==> src/rtl/fb_port_arbiter_pkg.sv <==
// Frame-buffer geometry and widths shared by the capture writer, the port arbiter and the VGA top.
package fb_port_arbiter_pkg;

  localparam int unsigned c_img_cols = 160;
  localparam int unsigned c_img_rows = 120;
  localparam int unsigned c_nb_addr  = 15;
  localparam int unsigned c_nb_data  = 8;
  localparam int unsigned c_nb_fifo  = 2;
  localparam int unsigned c_nb_vga   = 10;

  // Camera write request as it travels through the write FIFO.
  typedef struct packed {
    logic [c_nb_addr-1:0] addr;
    logic [c_nb_data-1:0] data;
  } fb_wr_t;

  // Half of a VGA pixel period, selected by the pixel strobe.
  typedef enum logic {
    SLOT_A = 1'b0,
    SLOT_B = 1'b1
  } slot_e;

endpackage

==> src/rtl/fb_port_arbiter_if.sv <==
// VGA schedule, camera write and BRAM port signals of the frame-buffer arbiter.
interface fb_port_arbiter_if #(
  parameter int unsigned nb_addr = fb_port_arbiter_pkg::c_nb_addr,
  parameter int unsigned nb_data = fb_port_arbiter_pkg::c_nb_data
);
  import fb_port_arbiter_pkg::*;

  logic                vga_new_pxl;
  logic                vga_visible;
  logic [c_nb_vga-1:0] vga_col;
  logic [c_nb_vga-1:0] vga_row;
  logic [nb_data-1:0]  vga_pxl;

  logic                cam_wr_req;
  logic [nb_addr-1:0]  cam_wr_addr;
  logic [nb_data-1:0]  cam_wr_data;
  logic                cam_fifo_full;
  logic                wr_overflow;

  logic [nb_addr-1:0]  mem_addr;
  logic                mem_we;
  logic [nb_data-1:0]  mem_wdata;
  logic [nb_data-1:0]  mem_rdata;

  modport slave (
    input  vga_new_pxl, vga_visible, vga_col, vga_row,
    input  cam_wr_req, cam_wr_addr, cam_wr_data,
    input  mem_rdata,
    output vga_pxl, cam_fifo_full, wr_overflow,
    output mem_addr, mem_we, mem_wdata
  );

  modport master (
    output vga_new_pxl, vga_visible, vga_col, vga_row,
    output cam_wr_req, cam_wr_addr, cam_wr_data,
    output mem_rdata,
    input  vga_pxl, cam_fifo_full, wr_overflow,
    input  mem_addr, mem_we, mem_wdata
  );

endinterface

==> src/rtl/fb_wr_fifo.sv <==
// Small synchronous FIFO buffering camera writes until a free BRAM slot comes up.
module fb_wr_fifo #(
  parameter int unsigned c_nb_width = 23,
  parameter int unsigned c_nb_fifo  = 2
) (
  input  logic                  clk,
  input  logic                  rst,
  input  logic                  push,
  input  logic [c_nb_width-1:0] wdata,
  input  logic                  pop,
  output logic [c_nb_width-1:0] rdata,
  output logic                  full,
  output logic                  empty
);

  localparam int unsigned        c_depth   = 2**c_nb_fifo;
  localparam logic [c_nb_fifo:0] c_cnt_max = (c_nb_fifo+1)'(c_depth);
  localparam logic [c_nb_fifo:0] c_cnt_one = (c_nb_fifo+1)'(1);
  localparam logic [c_nb_fifo-1:0] c_ptr_one = c_nb_fifo'(1);

  logic [c_nb_width-1:0] mem_q [c_depth];
  logic [c_nb_width-1:0] mem_d [c_depth];
  logic [c_nb_fifo-1:0]  wr_ptr_q, wr_ptr_d;
  logic [c_nb_fifo-1:0]  rd_ptr_q, rd_ptr_d;
  logic [c_nb_fifo:0]    count_q, count_d;
  logic                  do_push, do_pop;

  // Full/empty come from the registered count, so a pop never frees room for a same-cycle push.
  always_comb begin
    full     = (count_q == c_cnt_max);
    empty    = (count_q == '0);
    do_push  = push && !full;
    do_pop   = pop && !empty;
    rdata    = mem_q[rd_ptr_q];
    mem_d    = mem_q;
    wr_ptr_d = wr_ptr_q;
    rd_ptr_d = rd_ptr_q;
    count_d  = count_q;
    if (do_push) begin
      mem_d[wr_ptr_q] = wdata;
      wr_ptr_d        = wr_ptr_q + c_ptr_one;
    end
    if (do_pop) begin
      rd_ptr_d = rd_ptr_q + c_ptr_one;
    end
    case ({do_push, do_pop})
      2'b10:   count_d = count_q + c_cnt_one;
      2'b01:   count_d = count_q - c_cnt_one;
      default: count_d = count_q;
    endcase
  end

  always_ff @(posedge clk or posedge rst) begin
    if (rst) begin
      for (int i = 0; i < c_depth; i++) begin
        mem_q[i] <= '0;
      end
      wr_ptr_q <= '0;
      rd_ptr_q <= '0;
      count_q  <= '0;
    end else begin
      mem_q    <= mem_d;
      wr_ptr_q <= wr_ptr_d;
      rd_ptr_q <= rd_ptr_d;
      count_q  <= count_d;
    end
  end

endmodule

==> src/rtl/fb_port_arbiter.sv <==
// Shares the single frame-buffer BRAM port: VGA reads take slot A inside the image window,
// buffered camera writes take every other cycle.
module fb_port_arbiter #(
  parameter int unsigned c_img_cols = fb_port_arbiter_pkg::c_img_cols,
  parameter int unsigned c_img_rows = fb_port_arbiter_pkg::c_img_rows,
  parameter int unsigned c_nb_addr  = fb_port_arbiter_pkg::c_nb_addr,
  parameter int unsigned c_nb_data  = fb_port_arbiter_pkg::c_nb_data,
  parameter int unsigned c_nb_fifo  = fb_port_arbiter_pkg::c_nb_fifo
) (
  input logic              clk,
  input logic              rst,
  fb_port_arbiter_if.slave bus
);
  import fb_port_arbiter_pkg::slot_e;
  import fb_port_arbiter_pkg::SLOT_A;
  import fb_port_arbiter_pkg::SLOT_B;
  import fb_port_arbiter_pkg::c_nb_vga;

  localparam int unsigned         c_nb_ent  = c_nb_addr + c_nb_data;
  localparam logic [c_nb_vga-1:0] c_col_lim = c_nb_vga'(c_img_cols);
  localparam logic [c_nb_vga-1:0] c_row_lim = c_nb_vga'(c_img_rows);
  localparam logic [c_nb_addr-1:0] c_addr_one = c_nb_addr'(1);

  logic [c_nb_addr-1:0] rd_cnt_q, rd_cnt_d;
  logic                 rd_pending_q, rd_pending_d;
  logic [c_nb_data-1:0] vga_pxl_q, vga_pxl_d;
  logic                 wr_overflow_q, wr_overflow_d;

  slot_e                slot;
  logic                 in_win, rd_slot;
  logic                 fifo_push, fifo_pop, fifo_full, fifo_empty;
  logic [c_nb_ent-1:0]  fifo_wdata, fifo_rdata;

  // Slot decode: only slot A inside the window belongs to the reader.
  always_comb begin
    slot       = slot_e'(bus.vga_new_pxl);
    in_win     = bus.vga_visible && (bus.vga_col < c_col_lim) && (bus.vga_row < c_row_lim);
    rd_slot    = (slot == SLOT_A) && in_win;
    fifo_pop   = !rd_slot && !fifo_empty;
    fifo_push  = bus.cam_wr_req && !fifo_full;
    fifo_wdata = {bus.cam_wr_addr, bus.cam_wr_data};
  end

  fb_wr_fifo #(
    .c_nb_width (c_nb_ent),
    .c_nb_fifo  (c_nb_fifo)
  ) u_wr_fifo (
    .clk   (clk),
    .rst   (rst),
    .push  (fifo_push),
    .wdata (fifo_wdata),
    .pop   (fifo_pop),
    .rdata (fifo_rdata),
    .full  (fifo_full),
    .empty (fifo_empty)
  );

  // BRAM port is combinational from registered state so the address lands in its own slot.
  always_comb begin
    bus.mem_we    = 1'b0;
    bus.mem_addr  = '0;
    bus.mem_wdata = '0;
    if (rd_slot) begin
      bus.mem_addr = rd_cnt_q;
    end else if (fifo_pop) begin
      bus.mem_we    = 1'b1;
      bus.mem_addr  = fifo_rdata[c_nb_ent-1 -: c_nb_addr];
      bus.mem_wdata = fifo_rdata[c_nb_data-1:0];
    end
  end

  always_comb begin
    rd_cnt_d      = rd_cnt_q;
    rd_pending_d  = rd_pending_q;
    vga_pxl_d     = vga_pxl_q;
    wr_overflow_d = wr_overflow_q | (bus.cam_wr_req & fifo_full);
    if (rd_slot) begin
      rd_pending_d = 1'b1;
    end
    if (slot == SLOT_B) begin
      vga_pxl_d    = rd_pending_q ? bus.mem_rdata : '0;
      rd_pending_d = 1'b0;
      if (rd_pending_q) begin
        rd_cnt_d = rd_cnt_q + c_addr_one;
      end
    end
    // Any line below the image rewinds the read pointer for the next frame.
    if (bus.vga_row >= c_row_lim) begin
      rd_cnt_d = '0;
    end
  end

  always_ff @(posedge clk or posedge rst) begin
    if (rst) begin
      rd_cnt_q      <= '0;
      rd_pending_q  <= 1'b0;
      vga_pxl_q     <= '0;
      wr_overflow_q <= 1'b0;
    end else begin
      rd_cnt_q      <= rd_cnt_d;
      rd_pending_q  <= rd_pending_d;
      vga_pxl_q     <= vga_pxl_d;
      wr_overflow_q <= wr_overflow_d;
    end
  end

  assign bus.vga_pxl       = vga_pxl_q;
  assign bus.wr_overflow   = wr_overflow_q;
  assign bus.cam_fifo_full = fifo_full;

endmodule

==> src/flat_wrapper.sv <==
// flat-port wrapper written by rule: the top's interface ports become plain ports
module fb_port_arbiter_flat import fb_port_arbiter_pkg::slot_e; import fb_port_arbiter_pkg::SLOT_A; import fb_port_arbiter_pkg::SLOT_B; import fb_port_arbiter_pkg::c_nb_vga;
#(
  parameter int unsigned c_img_cols = fb_port_arbiter_pkg::c_img_cols,
  parameter int unsigned c_img_rows = fb_port_arbiter_pkg::c_img_rows,
  parameter int unsigned c_nb_addr  = fb_port_arbiter_pkg::c_nb_addr,
  parameter int unsigned c_nb_data  = fb_port_arbiter_pkg::c_nb_data,
  parameter int unsigned c_nb_fifo  = fb_port_arbiter_pkg::c_nb_fifo
)
  (clk, rst, bus_vga_new_pxl, bus_vga_visible, bus_vga_col, bus_vga_row, bus_cam_wr_req, bus_cam_wr_addr, bus_cam_wr_data, bus_mem_rdata, bus_vga_pxl, bus_cam_fifo_full, bus_wr_overflow, bus_mem_addr, bus_mem_we, bus_mem_wdata);
  fb_port_arbiter_if bus_i ();
  input logic clk;
  input logic rst;
  input wire logic [$bits(bus_i.vga_new_pxl)-1:0] bus_vga_new_pxl;
  input wire logic [$bits(bus_i.vga_visible)-1:0] bus_vga_visible;
  input wire logic [$bits(bus_i.vga_col)-1:0] bus_vga_col;
  input wire logic [$bits(bus_i.vga_row)-1:0] bus_vga_row;
  input wire logic [$bits(bus_i.cam_wr_req)-1:0] bus_cam_wr_req;
  input wire logic [$bits(bus_i.cam_wr_addr)-1:0] bus_cam_wr_addr;
  input wire logic [$bits(bus_i.cam_wr_data)-1:0] bus_cam_wr_data;
  input wire logic [$bits(bus_i.mem_rdata)-1:0] bus_mem_rdata;
  output wire logic [$bits(bus_i.vga_pxl)-1:0] bus_vga_pxl;
  output wire logic [$bits(bus_i.cam_fifo_full)-1:0] bus_cam_fifo_full;
  output wire logic [$bits(bus_i.wr_overflow)-1:0] bus_wr_overflow;
  output wire logic [$bits(bus_i.mem_addr)-1:0] bus_mem_addr;
  output wire logic [$bits(bus_i.mem_we)-1:0] bus_mem_we;
  output wire logic [$bits(bus_i.mem_wdata)-1:0] bus_mem_wdata;
  assign bus_i.vga_new_pxl = bus_vga_new_pxl;
  assign bus_i.vga_visible = bus_vga_visible;
  assign bus_i.vga_col = bus_vga_col;
  assign bus_i.vga_row = bus_vga_row;
  assign bus_i.cam_wr_req = bus_cam_wr_req;
  assign bus_i.cam_wr_addr = bus_cam_wr_addr;
  assign bus_i.cam_wr_data = bus_cam_wr_data;
  assign bus_i.mem_rdata = bus_mem_rdata;
  assign bus_vga_pxl = bus_i.vga_pxl;
  assign bus_cam_fifo_full = bus_i.cam_fifo_full;
  assign bus_wr_overflow = bus_i.wr_overflow;
  assign bus_mem_addr = bus_i.mem_addr;
  assign bus_mem_we = bus_i.mem_we;
  assign bus_mem_wdata = bus_i.mem_wdata;
  fb_port_arbiter #(.c_img_cols(c_img_cols), .c_img_rows(c_img_rows), .c_nb_addr(c_nb_addr), .c_nb_data(c_nb_data), .c_nb_fifo(c_nb_fifo)) u_core (.clk(clk), .rst(rst), .bus(bus_i));
endmodule
==> config.mk <==
export PLATFORM = sky130hd
export DESIGN_NAME = fb_port_arbiter_flat
export DESIGN_NICKNAME = d
export VERILOG_FILES = /design/src/rtl/fb_port_arbiter_pkg.sv /design/src/rtl/fb_port_arbiter_if.sv /design/src/rtl/fb_wr_fifo.sv /design/src/rtl/fb_port_arbiter.sv /design/src/flat_wrapper.sv
export SDC_FILE = /design/constraint.sdc
export NUM_CORES = 1
export LEC_CHECK = 0
export CELL_PAD_IN_SITES_DETAIL_PLACEMENT = 0
export CELL_PAD_IN_SITES_GLOBAL_PLACEMENT = 1
export CORE_MARGIN = 2
export CORE_UTILIZATION = 44
export DETAILED_ROUTE_END_ITERATION = 8
export PLACE_DENSITY = 0.88
export SYNTH_ARGS = -nofsm -noshare
export SYNTH_HDL_FRONTEND = slang
export SYNTH_SLANG_ARGS = --single-unit
==> constraint.sdc <==
create_clock -name clk -period 5 [get_ports clk]
set_clock_uncertainty 0.15 [all_clocks]
set_input_delay 1 -clock clk [delete_from_list [all_inputs] [get_ports clk]]
set_output_delay 1 -clock clk [all_outputs]
set_load 0.05 [all_outputs]
# --- Word level (Yosys, flattened, before mapping) ---
# Index checks and enable logic that the tools add are counted.
word_totals:
  ff_bits: 124
  input_bits: 56
  output_inout_bits: 34
  word_cells: 66
op_classes:
  n_addsub: 5
  order_cmp: 6
  eq_ne: 3
  muxes: 19
  bitwise_logic: 5
  n_reduce_logical: 17
ops:
  columns: ["cell", "count"]
  rows:
  - ["$bwmux W92", 1]
  - ["$mux W15", 5]
  - ["$mux W23", 3]
  - ["$bmux W23 S2", 1]
  - ["$demux W23 S2", 1]
  - ["$mux W8", 3]
  - ["$add A15 B1 Y15 const B", 1]
  - ["$ge A10 B7 Y1 const B", 1]
  - ["$lt A10 B7 Y1 const B", 1]
  - ["$lt A10 B8 Y1 const B", 1]
  - ["$logic_and A1 B1 Y1", 8]
  - ["$reduce_bool A2 Y1", 4]
  - ["$ge A3 B3 Y1 const B", 2]
  - ["$not A2 Y3", 2]
  - ["$pmux W3 S2", 1]
  - ["$add A2 B1 Y2 const B", 2]
  - ["$mux W1", 4]
  - ["$add A3 B1 Y3 const B", 1]
  - ["$eq A3 B3 Y1 const B", 1]
  - ["$logic_not A1 Y1", 3]
  - ["$logic_not A3 Y1", 1]
  - ["$lt A3 B1 Y1 const B", 1]
  - ["$sub A3 B1 Y3 const B", 1]
  - ["$eq A2 B1 Y1 const B", 1]
  - ["5 further kinds", 5]

# --- Longest topological paths before layout ---
# Gate-level depths: netlist of run 1.
logic_depth:
  ltp_word: 9
  mapped_depth: 11
  ltp_nobuf: 10

# --- Hierarchy ---
# A second synthesis of run 1 with hierarchy kept.
hier_totals:
  cells_unflattened: 429
  area_unflattened_um2: 5953.2
by_module_without_submodules:
  columns: ["module", "n_inst", "cells_each", "area_per_inst_um2", "seq_area_each_um2"]
  rows:
  - ["fb_wr_fifo", 1, 262, 4405.5, 2477.4]
  - ["fb_port_arbiter", 1, 167, 1547.7, 625.6]

# --- Worst setup path before layout of run 1 ---
# No wires, ideal clock.
synth_timing:
  path_kind: "input to output"
  from: "input bus_vga_new_pxl"
  to: "output bus_mem_addr[10]"
  arrival_ns: 2.374
  required_time_ns: 3.850
  setup_slack_ns: 1.476
  stages: 5
  path_buffers: 1
  cell_sequence: "nor4b_1 > nand2_1 > nor2_1 > buf_2 > o2bb2ai_1"
synth_between:
  elab_chain_cells: 6
synth_rtl:
  columns: ["item", "line_no", "source"]
  rows:
  - ["start, declared", "flat_wrapper.sv:14", "input wire logic [$bits(bus_i.vga_new_pxl)-1:0] bus_vga_new_pxl;"]
  - ["$not A1 Y1 *", "fb_port_arbiter.sv:38", "rd_slot = (slot == SLOT_A) && in_win;"]
  - ["$logic_and A1 B1 Y1 *", "fb_port_arbiter.sv:38", null]
  - ["$logic_not A1 Y1", "fb_port_arbiter.sv:39", "fifo_pop = !rd_slot && !fifo_empty;"]
  - ["$logic_and A1 B1 Y1", "fb_port_arbiter.sv:39", null]
  - ["$mux W15", "fb_port_arbiter.sv:65", "end else if (fifo_pop) begin"]
  - ["$mux W15 *", "fb_port_arbiter.sv:63", "if (rd_slot) begin"]
  - ["end, declared", "flat_wrapper.sv:25", "output wire logic [$bits(bus_i.mem_addr)-1:0] bus_mem_addr;"]
# Mark *: on every way between the ends. The rest lies on a longest branch, timed or not.

# --- Final worst setup path of run 1 ---
layout_timing:
  from: "input bus_vga_new_pxl"
  to: "output bus_mem_wdata[3]"
layout_between:
  elab_chain_cells: 6
layout_rtl:
  columns: ["item", "line_no", "source"]
  rows:
  - ["$not A1 Y1 *", "fb_port_arbiter.sv:38", null]
  - ["$logic_and A1 B1 Y1 *", "fb_port_arbiter.sv:38", null]
  - ["$logic_not A1 Y1", "fb_port_arbiter.sv:39", null]
  - ["$logic_and A1 B1 Y1", "fb_port_arbiter.sv:39", null]
  - ["$mux W8", "fb_port_arbiter.sv:65", null]
  - ["$mux W8 *", "fb_port_arbiter.sv:63", null]
  - ["end, declared", "flat_wrapper.sv:27", "output wire logic [$bits(bus_i.mem_wdata)-1:0] bus_mem_wdata;"]
# Marked as above.

==> results of run 1 <==
==> routing by layer <==
| metal | global-route usage | up-vias | wire length, um |
|---|---|---|---|
| met1 | 0.240 | 1834 | 5390 |
| met3 | 0.0608 | 9 | 574 |
| met5 | 0 | - | 0 |
| met2 | 0.305 | 82 | 6160 |
| li1 | - | 1645 | - |
| met4 | 0.0528 | 0 | 110 |
==> worst max-delay path, stage by stage <==
cell	delay, ps
clkdlybuf4s50_1	510
nor4b_1	390
nand2_1	190
o32ai_4	380
nor2b_1	130
clkdlybuf4s50_1	740
==> synth_stat cells <==
library cell,count
a211oi_1,1
a21o_1,2
a21oi_1,3
a22o_1,8
a31o_2,2
and2_1,1
and4_1,2
buf_1,2
buf_2,8
buf_4,8
clkbuf_1,3
clkinv_1,1
dfrtp_1,124
fa_1,1
ha_1,6
inv_1,27
mux2_1,12
mux2_2,80
mux2i_1,1
mux4_2,23
nand2_1,9
nand2_2,5
nand3_1,2
nand4_1,4
nand4_4,1
nor2_1,14
nor2b_1,9
nor3_1,4
nor3b_2,1
nor4_1,2
nor4_4,1
nor4b_1,1
o21ai_0,6
o2bb2ai_1,15
o31a_1,1
o32ai_2,1
or3_1,3
xnor2_1,11
xor2_1,5
==> sequential cells by signal, summed over array words and instances (netlist names) <==
signal / cells
u_core.u_wr_fifo.rd_ptr_q: 2
u_core.bus.vga_pxl: 8
u_core.bus.wr_overflow: 1
u_core.rd_pending_q: 1
u_core.u_wr_fifo.count_q: 3
u_core.u_wr_fifo.mem_q: 92
u_core.rd_cnt_q: 15
u_core.u_wr_fifo.wr_ptr_q: 2
==> how the worst min path moves through the flow <==
stage	startpoint	end	cells past startpoint
finish	u_core.bus.wr_overflow	u_core.bus.wr_overflow	1
global route	u_core.bus.wr_overflow	u_core.bus.wr_overflow	1
CTS	u_core.bus.wr_overflow	u_core.bus.wr_overflow	1
detailed placement	u_core.bus.wr_overflow	u_core.bus.wr_overflow	1
global placement	u_core.bus.wr_overflow	u_core.bus.wr_overflow	1
floorplan	u_core.u_wr_fifo.mem_q[44]	u_core.u_wr_fifo.mem_q[44]	1
==> layout make-up <==
cell class,count,area share
multi-input combinational,237,0.330
tap,172,0.0287
inverter,28,0.0144
clock buffer,24,0.0670
timing repair buffer,88,0.135
sequential,124,0.414
clock inverter,6,0.0114
==> power breakdown <==
| part | internal (mW) | leakage (nW) | switching, mW |
|---|---|---|---|
| Clock | 0.792 | 0.284 | 0.414 |
| Combinational | 1.45 | 1.35 | 1.49 |
| Sequential | 1.42 | 1.52 | 0.276 |
==> kinds of logic (layout without fill, tap and decap cells) <==
kind of cell / after synthesis / after routing / share of synthesized area
AOI/OAI and AO/OA: 39 / 39 / 0.0539
xor gates and xnor gates: 16 / 16 / 0.0242
adders and majority gates: 7 / 7 / 0.0164
buffers and inverters: 49 / 146 / 0.0387
DFF: 124 / 124 / 0.536
muxes: 116 / 116 / 0.270
and+or+nand+nor: 59 / 59 / 0.0601
==> metrics.txt, run 1 <==
# TYPE chip_impl_metric gauge
chip_impl_metric{name="vias_in_the_first_global_route",unit=""} 3953
chip_impl_metric{name="clock_sink_count",unit=""} 124
chip_impl_metric{name="finalHoldViolCount",unit=""} 0
chip_impl_metric{name="multiInputGateArea",unit="sq mm"} 0.00247
chip_impl_info{name="status",value="completed"} 1
chip_impl_metric{name="fmax",unit="MHz"} 222
chip_impl_metric{name="filler_free_cell_count_of_the_finished_design",unit=""} 679
chip_impl_metric{name="sequential_cell_area",unit="sq mm"} 0.00310
chip_impl_info{name="worst_setup_path_end_kind",value="primary output"} 1
chip_impl_metric{name="post_drt_wl_per_cell",unit="um"} 18.0
chip_impl_metric{name="yosysWarnings",unit=""} 0
chip_impl_metric{name="drv.max_cap_violation_count",unit=""} 0
chip_impl_metric{name="final_layout_size_suffix_gt1_frac",unit=""} 0.327
chip_impl_info{name="regToRegEndpoint",value="u_core.u_wr_fifo.mem_q[79]"} 1
chip_impl_metric{name="via_per_inst",unit=""} 5.26
chip_impl_metric{name="final-setup-viol-count",unit=""} 0
chip_impl_metric{name="die_x",unit="um"} 119
chip_impl_metric{name="ff_to_ff_path_depth",unit=""} 4
chip_impl_metric{name="synthesis.area",unit="sq mm"} 0.00579
chip_impl_metric{name="design_power_total",unit="mW"} 5.85
chip_impl_metric{name="finalInstanceArea",unit="sq mm"} 0.00749
chip_impl_info{name="grt_setup_unrepaired",value="false"} 1
chip_impl_metric{name="fp.coreArea",unit="sq mm"} 0.0127
chip_impl_metric{name="core.rowCount",unit=""} 41
chip_impl_info{name="setup.worst_path.end",value="bus_mem_wdata[3]"} 1
chip_impl_metric{name="synth_seq_area_share",unit=""} 0.536
chip_impl_info{name="critical_register_to_register_path_startpoint",value="u_core.u_wr_fifo.count_q[2]"} 1
chip_impl_metric{name="synth_seq_cells",unit=""} 124
chip_impl_metric{name="hold_buffer_count_at_cts",unit=""} 0
chip_impl_metric{name="timing.critical_path.fanout_max",unit=""} 10
chip_impl_metric{name="drt_pass1_iterations",unit=""} 4
chip_impl_metric{name="p_leak",unit="nW"} 3.15
chip_impl_metric{name="synthDominantCellAreaShare",unit=""} 0.536
chip_impl_metric{name="clk_pin_slew",unit="ps"} 50
chip_impl_metric{name="finalHoldWorstSlack",unit="ps"} 302
chip_impl_metric{name="num_io_pins",unit=""} 90
chip_impl_metric{name="fin_tns_setup",unit="ps"} 0
chip_impl_metric{name="area_delta_synth_final",unit="%"} 29.5
chip_impl_metric{name="cts_resized",unit=""} 0
chip_impl_metric{name="drt.antenna.violating_nets",unit=""} 0
chip_impl_metric{name="floorplan.initialDensity",unit=""} 0.455
chip_impl_metric{name="postLayoutSetupSlackWorst",unit="ps"} 500
chip_impl_metric{name="antennaDiodeCount",unit=""} 0
chip_impl_metric{name="routed_wl",unit="um"} 12200
chip_impl_metric{name="vdd_ir_drop_max",unit="mV"} 0.665
chip_impl_metric{name="pwr_density_cell",unit="mW/mm^2"} 780
chip_impl_metric{name="port_buffers",unit=""} 81
chip_impl_metric{name="cts_inserted_buffers",unit=""} 17
chip_impl_metric{name="setup.reg_to_reg.worst_slack",unit="ps"} 2450
chip_impl_metric{name="postSynthNetCount",unit=""} 473
chip_impl_info{name="most_common_cell_after_layout_fill_and_taps_aside",value="dfrtp_1"} 1
chip_impl_metric{name="track_usage",unit=""} 0.187
chip_impl_metric{name="cts_post_setup_buffers_inserted",unit=""} 0
chip_impl_info{name="worstSetupPathType",value="primary input to primary output"} 1
chip_impl_info{name="cts.root.buffer_cell",value="clkbuf_16"} 1
chip_impl_metric{name="final_core_util",unit=""} 0.589
chip_impl_metric{name="critPathRequiredTime",unit="ps"} 3850
chip_impl_metric{name="grt_overflow_total",unit=""} 0
chip_impl_metric{name="place_ws",unit="ps"} 457
chip_impl_metric{name="drt-initial-drc-count",unit=""} 130
chip_impl_metric{name="maxSlewViolCount",unit=""} 0
chip_impl_metric{name="crit_arrival",unit="ps"} 3350
chip_impl_info{name="layout_common_cells",value="dfrtp_1, mux2_2, clkdlybuf4s50_1, inv_1, mux4_2"} 1
chip_impl_info{name="cts_tree",value="yes"} 1
chip_impl_metric{name="final.min_clock_period",unit="ps"} 4500
chip_impl_metric{name="slew-limit-headroom",unit=""} 0.371
chip_impl_metric{name="post-route-drc-count",unit=""} 0
chip_impl_metric{name="number_of_antenna_violations_at_the_first_check_in_global_routing",unit=""} 0
chip_impl_metric{name="transition_time_at_the_pin_with_the_least_slew_margin",unit="ps"} 943
chip_impl_info{name="holdCritPathClass",value="flop to flop"} 1
chip_impl_metric{name="fillCellCount",unit=""} 1055
chip_impl_metric{name="design.die.area",unit="sq mm"} 0.0141
chip_impl_metric{name="netlist_instances",unit=""} 410
chip_impl_metric{name="grt_start_max_net_pins",unit=""} 78
chip_impl_info{name="critical_path.startpoint",value="bus_vga_new_pxl"} 1
chip_impl_metric{name="post_synth.cell_area_avg",unit="sq um"} 14.1
chip_impl_metric{name="fin_crit_sh",unit=""} 0.900
chip_impl_metric{name="post_dp_cell_area",unit="sq mm"} 0.00691
chip_impl_metric{name="yosysUniqueCellTypes",unit=""} 39
chip_impl_info{name="synth.largest_area_cell",value="dfrtp_1"} 1
chip_impl_metric{name="design.final.nets",unit=""} 559
chip_impl_metric{name="via_count",unit=""} 3570
chip_impl_info{name="critPathLaunchType",value="primary input"} 1
chip_impl_metric{name="dpl.hpwl",unit="um"} 7950
chip_impl_metric{name="ctsLongestPathBuffers",unit=""} 2
chip_impl_metric{name="die_h",unit="um"} 119
chip_impl_metric{name="clock_tree.htree_level_count",unit=""} 4
chip_impl_info{name="synth_area_leaders",value="dfrtp_1, mux2_2, mux4_2"} 1
chip_impl_metric{name="placed_cells_incl_taps",unit=""} 649
chip_impl_metric{name="gp_congestion",unit=""} 0.794
chip_impl_metric{name="clk_latency",unit="ps"} 410
chip_impl_metric{name="global_route_wire_length_before_repair",unit="um"} 20400
Note: power is estimated with default switching activity, not from simulation.
==> run 2: changes to the inputs <==
CORE_UTILIZATION = 24   (was 44)
PLACE_DENSITY = 0.58   (was 0.88)
==> run 2 against run 1 <==
Via count up 1.0%. Clock power is 7% higher. Fmax barely moved. Global-route usage fell by 7.2 points. Setup slack hardly changed. First-iteration DRC count up 3.8%. Cell count increased by 22%. Largest cell class unchanged. Largest power group unchanged.
==> metrics.txt, run 2 (synthesis results as in run 1) <==
# TYPE chip_impl_metric gauge
chip_impl_info{name="status",value="completed"} 1
chip_impl_metric{name="finalHoldViolCount",unit=""} 0
chip_impl_metric{name="holdPathStages",unit=""} 1
chip_impl_metric{name="slew-limit-headroom",unit=""} 0.421
chip_impl_metric{name="postLayoutSetupSlackWorst",unit="ps"} 500
chip_impl_metric{name="design.die.area",unit="sq mm"} 0.0254
chip_impl_metric{name="track_usage",unit=""} 0.116
chip_impl_metric{name="finalInstanceArea",unit="sq mm"} 0.00773
chip_impl_metric{name="multiInputGateArea",unit="sq mm"} 0.00247
chip_impl_metric{name="clock_sink_count",unit=""} 124
chip_impl_metric{name="fin_tns_setup",unit="ps"} 0
chip_impl_metric{name="vdd_ir_drop_max",unit="mV"} 0.417
chip_impl_metric{name="clock_tree.htree_level_count",unit=""} 4
chip_impl_metric{name="maxSlewViolCount",unit=""} 0
chip_impl_metric{name="drt.antenna.violating_nets",unit=""} 0
chip_impl_metric{name="clk_pin_slew",unit="ps"} 50
chip_impl_info{name="critPathMostFrequentCell",value="clkdlybuf4s50_1"} 1
chip_impl_metric{name="area_delta_synth_final",unit="%"} 33.6
chip_impl_metric{name="setup.reg_to_reg.worst_slack",unit="ps"} 2380
chip_impl_info{name="grt_setup_unrepaired",value="false"} 1
chip_impl_metric{name="crit_buf_inv",unit=""} 3
chip_impl_metric{name="final_layout_size_suffix_gt1_frac",unit=""} 0.331
chip_impl_metric{name="critPathRequiredTime",unit="ps"} 3850
chip_impl_metric{name="fillCellCount",unit=""} 2349
chip_impl_metric{name="die_x",unit="um"} 159
chip_impl_metric{name="fmax",unit="MHz"} 222
chip_impl_metric{name="post-route-drc-count",unit=""} 0
chip_impl_metric{name="post_dp_cell_area",unit="sq mm"} 0.00709
chip_impl_metric{name="clock_network_power_share",unit=""} 0.217
chip_impl_metric{name="ff_to_ff_path_depth",unit=""} 4
chip_impl_info{name="cts_tree",value="yes"} 1
chip_impl_metric{name="grt_overflow_total",unit=""} 0
chip_impl_info{name="critical_path.startpoint",value="bus_vga_new_pxl"} 1
chip_impl_info{name="holdCritPathClass",value="flop to flop"} 1
chip_impl_info{name="critical_register_to_register_path_startpoint",value="u_core.u_wr_fifo.count_q[2]"} 1
chip_impl_metric{name="hold_buffer_count_at_cts",unit=""} 0
chip_impl_metric{name="post_drt_wl_per_cell",unit="um"} 16.6
chip_impl_metric{name="largest_register_ff_count",unit=""} 92
chip_impl_info{name="layout_common_cells",value="dfrtp_1, mux2_2, clkdlybuf4s50_1, inv_1, mux4_2"} 1
chip_impl_metric{name="cts_resized",unit=""} 0
chip_impl_info{name="critPathLaunchType",value="primary input"} 1
chip_impl_metric{name="netSwitchingPower",unit="mW"} 2.20
chip_impl_info{name="timing.critical_path.slowest_stage_cell",value="clkdlybuf4s50_1"} 1
chip_impl_metric{name="gp_congestion",unit=""} 0.726
chip_impl_info{name="cts.root.buffer_cell",value="clkbuf_16"} 1
chip_impl_info{name="regMostFlops",value="u_core.u_wr_fifo.mem_q"} 1
chip_impl_metric{name="slowest_delay",unit="ps"} 750
chip_impl_metric{name="final-setup-viol-count",unit=""} 0
chip_impl_info{name="regToRegEndpoint",value="u_core.u_wr_fifo.mem_q[60]"} 1
chip_impl_metric{name="dpl.hpwl",unit="um"} 9350
chip_impl_metric{name="design.final.nets",unit=""} 559
chip_impl_metric{name="port_buffers",unit=""} 81
chip_impl_metric{name="share_comb_of_total_power",unit=""} 0.499
chip_impl_metric{name="number_of_antenna_violations_at_the_first_check_in_global_routing",unit=""} 1
chip_impl_metric{name="finalHoldWorstSlack",unit="ps"} 310
chip_impl_metric{name="place_ws",unit="ps"} 404
chip_impl_metric{name="final.min_clock_period",unit="ps"} 4500
chip_impl_metric{name="floorplan.initialDensity",unit=""} 0.246
chip_impl_metric{name="drt-initial-drc-count",unit=""} 135
chip_impl_info{name="worstSetupPathType",value="primary input to primary output"} 1
chip_impl_metric{name="vias_in_the_first_global_route",unit=""} 4010
chip_impl_metric{name="routed_wl",unit="um"} 13800
chip_impl_metric{name="via_count",unit=""} 3607
chip_impl_info{name="worst_setup_path_end_kind",value="primary output"} 1
chip_impl_metric{name="design_power_total",unit="mW"} 5.95
chip_impl_metric{name="transition_time_at_the_pin_with_the_least_slew_margin",unit="ps"} 868
chip_impl_metric{name="via_per_inst",unit=""} 4.36
chip_impl_metric{name="p_leak",unit="nW"} 3.18
chip_impl_metric{name="fin_crit_sh",unit=""} 0.900
chip_impl_metric{name="crit_arrival",unit="ps"} 3350
chip_impl_metric{name="timing.critical_path.fanout_max",unit=""} 10
chip_impl_metric{name="switching_share",unit=""} 0.370
chip_impl_metric{name="die_h",unit="um"} 159
chip_impl_metric{name="sequential_cell_area",unit="sq mm"} 0.00310
chip_impl_info{name="timing.critical_path.cells",value="clkdlybuf4s50_1 > nor4b_1 > nand2_1 > o32ai_4 > inv_1 > clkdlybuf4s50_1"} 1
chip_impl_metric{name="seq_power_share",unit=""} 0.284
chip_impl_metric{name="clk_latency",unit="ps"} 410
chip_impl_metric{name="global_route_wire_length_before_repair",unit="um"} 22500
chip_impl_metric{name="cts_inserted_buffers",unit=""} 17
chip_impl_metric{name="intPower",unit="mW"} 3.75
chip_impl_metric{name="drt_pass1_iterations",unit=""} 4
chip_impl_metric{name="core.rowCount",unit=""} 56
chip_impl_metric{name="cts_post_setup_buffers_inserted",unit=""} 0
chip_impl_metric{name="num_io_pins",unit=""} 90
chip_impl_metric{name="grt_start_max_net_pins",unit=""} 58
chip_impl_info{name="timing.critical_path.max_delay_family",value="buffers and inverters"} 1
chip_impl_metric{name="path_depth",unit=""} 6
chip_impl_metric{name="fp.coreArea",unit="sq mm"} 0.0235
chip_impl_metric{name="drv.max_cap_violation_count",unit=""} 0
chip_impl_metric{name="pwr_density_cell",unit="mW/mm^2"} 769
chip_impl_metric{name="ctsLongestPathBuffers",unit=""} 2
chip_impl_info{name="setup.worst_path.end",value="bus_mem_we"} 1
chip_impl_info{name="most_common_cell_after_layout_fill_and_taps_aside",value="dfrtp_1"} 1
==> run 2: worst min path at each step <==
stage                                     from                    endpoint  slack, ps
finish                  u_core.bus.wr_overflow      u_core.bus.wr_overflow        310
global route            u_core.bus.wr_overflow      u_core.bus.wr_overflow        340
CTS                     u_core.bus.wr_overflow      u_core.bus.wr_overflow        320
detailed placement      u_core.bus.wr_overflow      u_core.bus.wr_overflow        310
global placement        u_core.bus.wr_overflow      u_core.bus.wr_overflow        300
floorplan           u_core.u_wr_fifo.mem_q[44]  u_core.u_wr_fifo.mem_q[44]        310
==> run 2: final cells by class <==
| class | count | share of cell area |
|---|---|---|
| sequential | 124 | 0.402 |
| multi-input combinational | 237 | 0.320 |
| timing repair buffer | 88 | 0.131 |
| clock buffer | 25 | 0.0680 |
| tap | 319 | 0.0517 |
| inverter | 28 | 0.0139 |
| clock inverter | 6 | 0.0136 |
| antenna | 1 | 0.000324 |
==> run 2: metrics by stage <==
stage | utilization | cells
detailed placement | 0.301 | 796
global route | 0.328 | 827
global placement | 0.301 | 796
finish | 0.328 | 828
floorplan | - | 410
CTS | 0.328 | 827
==> run 2: layer usage <==
metal  part of all wire  track usage  vias to the layer above  routed length, um
li1                   -            -                     1653                  -
met1               0.45        0.144                     1862               6220
met2               0.48        0.186                       78               6660
met3              0.053       0.0425                       14                729
met4              0.012       0.0388                        0                166
met5                  0            0                        -                  0
==> run 2: power by group through the flow <==
| stage | clock network (mW) | logic, mW | registers [mW] |
|---|---|---|---|
| floorplan | 0 | 1.97 | 1.58 |
| global placement | 0 | 2.97 | 1.67 |
| detailed placement | 0 | 3.01 | 1.71 |
| CTS | 1.33 | 3.01 | 1.70 |
| global route | 1.37 | 3.14 | 1.75 |
| finish | 1.29 | 2.97 | 1.69 |
==> run 2: worst register-to-register path, stage by stage (launching register included) <==
cell     delay [ps]
dfrtp_1         430
nor3b_2         200
nor2b_1         560
nand2_2         620
mux2_1          540
==> run 3: changes to the inputs <==
CORE_MARGIN = default   (was 2)
SKIP_CTS_REPAIR_TIMING = 1   (was default)
==> run 3 against run 2 <==
Critical path depth did not move. Register-to-register slack improved by 20 ps. Cell count rose by 0.12%. Fmax increased by 0.18%.
==> metrics.txt, run 3 (synthesis results as in run 1) <==
# TYPE chip_impl_metric gauge
chip_impl_metric{name="holdPathStages",unit=""} 1
chip_impl_metric{name="maxSlewViolCount",unit=""} 0
chip_impl_info{name="cts_tree",value="yes"} 1
chip_impl_metric{name="critPathRequiredTime",unit="ps"} 3850
chip_impl_info{name="worstSetupPathType",value="primary input to primary output"} 1
chip_impl_metric{name="drv.max_cap_violation_count",unit=""} 0
chip_impl_info{name="holdCritPathClass",value="flop to flop"} 1
chip_impl_info{name="layout_common_cells",value="dfrtp_1, mux2_2, clkdlybuf4s50_1, inv_1, mux4_2"} 1
chip_impl_info{name="regMostFlops",value="u_core.u_wr_fifo.mem_q"} 1
chip_impl_metric{name="track_usage",unit=""} 0.120
chip_impl_metric{name="clk_latency",unit="ps"} 410
chip_impl_metric{name="area_delta_synth_final",unit="%"} 33.2
chip_impl_info{name="worst_setup_path_end_kind",value="primary output"} 1
chip_impl_info{name="critPathLaunchType",value="primary input"} 1
chip_impl_metric{name="final-setup-viol-count",unit=""} 0
chip_impl_metric{name="pwr_density_cell",unit="mW/mm^2"} 771
chip_impl_metric{name="clock_network_power_share",unit=""} 0.215
chip_impl_info{name="critical_path.startpoint",value="bus_vga_new_pxl"} 1
chip_impl_metric{name="met2_grt_util",unit=""} 0.192
chip_impl_metric{name="global_route_wire_length_before_repair",unit="um"} 21800
chip_impl_info{name="most_common_cell_after_layout_fill_and_taps_aside",value="dfrtp_1"} 1
chip_impl_metric{name="timing.critical_path.fanout_max",unit=""} 10
chip_impl_metric{name="dpl.hpwl",unit="um"} 9200
chip_impl_metric{name="port_buffers",unit=""} 81
chip_impl_info{name="min_delay_worst_endpoint",value="u_core.bus.wr_overflow"} 1
chip_impl_metric{name="slew-limit-headroom",unit=""} 0.396
chip_impl_metric{name="grt_start_max_net_pins",unit=""} 70
chip_impl_metric{name="transition_time_at_the_pin_with_the_least_slew_margin",unit="ps"} 905
chip_impl_metric{name="clock_sink_count",unit=""} 124
chip_impl_metric{name="cts_inserted_buffers",unit=""} 17
chip_impl_metric{name="setup.reg_to_reg.worst_slack",unit="ps"} 2400
chip_impl_metric{name="fin_tns_setup",unit="ps"} 0
chip_impl_metric{name="post_dp_cell_area",unit="sq mm"} 0.00709
chip_impl_metric{name="floorplan.initialDensity",unit=""} 0.246
chip_impl_metric{name="design.final.nets",unit=""} 559
chip_impl_metric{name="switching_share",unit=""} 0.376
chip_impl_info{name="status",value="completed"} 1
chip_impl_info{name="critical_register_to_register_path_startpoint",value="u_core.u_wr_fifo.count_q[2]"} 1
chip_impl_metric{name="final_layout_size_suffix_gt1_frac",unit=""} 0.326
chip_impl_metric{name="post-route-drc-count",unit=""} 0
chip_impl_metric{name="fmax",unit="MHz"} 223
chip_impl_metric{name="core.rowCount",unit=""} 56
chip_impl_metric{name="drt-initial-drc-count",unit=""} 101
chip_impl_metric{name="seq_power_share",unit=""} 0.284
chip_impl_metric{name="gp_congestion",unit=""} 0.758
chip_impl_metric{name="number_of_antenna_violations_at_the_first_check_in_global_routing",unit=""} 2
chip_impl_metric{name="clock_tree.htree_level_count",unit=""} 4
chip_impl_metric{name="finalHoldWorstSlack",unit="ps"} 306
chip_impl_metric{name="clk_pin_slew",unit="ps"} 50
chip_impl_metric{name="vdd_ir_drop_max",unit="mV"} 0.381
chip_impl_metric{name="num_io_pins",unit=""} 90
chip_impl_metric{name="grt_overflow_total",unit=""} 0
chip_impl_metric{name="vias_in_the_first_global_route",unit=""} 3904
chip_impl_metric{name="post_drt_wl_per_cell",unit="um"} 16.6
chip_impl_metric{name="ff_to_ff_path_depth",unit=""} 4
chip_impl_metric{name="ctsLongestPathBuffers",unit=""} 2
chip_impl_metric{name="crit_arrival",unit="ps"} 3340
chip_impl_metric{name="share_comb_of_total_power",unit=""} 0.501
chip_impl_metric{name="design_power_total",unit="mW"} 5.94
chip_impl_metric{name="finalInstanceArea",unit="sq mm"} 0.00770
chip_impl_metric{name="finalHoldViolCount",unit=""} 0
chip_impl_info{name="grt_setup_unrepaired",value="false"} 1
chip_impl_metric{name="fp.coreArea",unit="sq mm"} 0.0235
chip_impl_metric{name="via_per_inst",unit=""} 4.37
chip_impl_info{name="holdCritStartpoint",value="u_core.bus.wr_overflow"} 1
chip_impl_metric{name="netSwitchingPower",unit="mW"} 2.23
chip_impl_metric{name="final.min_clock_period",unit="ps"} 4490
chip_impl_info{name="regToRegEndpoint",value="u_core.u_wr_fifo.mem_q[80]"} 1
chip_impl_metric{name="via_count",unit=""} 3626
chip_impl_metric{name="final_core_util",unit=""} 0.327
chip_impl_metric{name="intPower",unit="mW"} 3.70
chip_impl_metric{name="drt.antenna.violating_nets",unit=""} 0
chip_impl_metric{name="met3_usage",unit=""} 0.0383
chip_impl_info{name="cts.root.buffer_cell",value="clkbuf_16"} 1
chip_impl_metric{name="fin_crit_sh",unit=""} 0.898
chip_impl_metric{name="grt.met1_usage",unit=""} 0.153
chip_impl_metric{name="routed_wl",unit="um"} 13800
chip_impl_info{name="grt_most_used_layer",value="met2"} 1
chip_impl_metric{name="die_x",unit="um"} 157
chip_impl_metric{name="design.die.area",unit="sq mm"} 0.0247
chip_impl_metric{name="p_leak",unit="nW"} 3.16
chip_impl_metric{name="fillCellCount",unit=""} 2359
chip_impl_metric{name="drt_pass1_iterations",unit=""} 4
chip_impl_metric{name="largest_register_ff_count",unit=""} 92
chip_impl_metric{name="die_h",unit="um"} 157
-- run 3: cell type report --
| type | instances | area, sq um | area share |
|---|---|---|---|
| Antenna cell | 1 | 2.50 | 0.000325 |
| Clock buffer | 20 | 437 | 0.0567 |
| Clock inverter | 12 | 171 | 0.0223 |
| Inverter | 28 | 108 | 0.0140 |
| Multi-Input combinational cell | 237 | 2470 | 0.321 |
| Sequential cell | 124 | 3100 | 0.403 |
| Tap cell | 319 | 399 | 0.0518 |
| Timing Repair Buffer | 88 | 1010 | 0.132 |
-- run 3: worst max-delay path, cell delays in order --
cell,delay (ps)
clkdlybuf4s50_1,520
nor4b_1,350
nand2_1,200
o32ai_4,370
inv_1,140
clkdlybuf4s50_1,750
-- run 3: worst max path at each step --
stage / depth (start not counted) / slack (ps) / endpoint
floorplan: 1 / 550 / u_core.bus.vga_pxl[0]
detailed placement: 6 / 410 / bus_mem_we
global route: 6 / 280 / bus_mem_we
global placement: 6 / 430 / bus_mem_we
CTS: 6 / 400 / bus_mem_we
finish: 6 / 510 / bus_mem_we
-- run 3: per-layer routing --
layer / wire length [um] / vias up
li1: - / 1652
met4: 174 / 0
met3: 671 / 13
met5: 0 / -
met2: 6630 / 73
met1: 6300 / 1888
-- run 3: per-stage QoR --
stage / instances / setup slack (ps)
floorplan: 410 / 551
global placement: 796 / 434
detailed placement: 796 / 407
CTS: 828 / 401
global route: 828 / 282
finish: 829 / 508
-- run 3: power by group through the flow --
stage	Clock (mW)	Combinational [mW]	Sequential [mW]
final	1.27	2.97	1.69
after global routing	1.35	3.15	1.74
after CTS	1.31	3.02	1.69
after detailed placement	0	3.01	1.71
after global placement	0	2.98	1.67
after floorplan	0	1.97	1.58
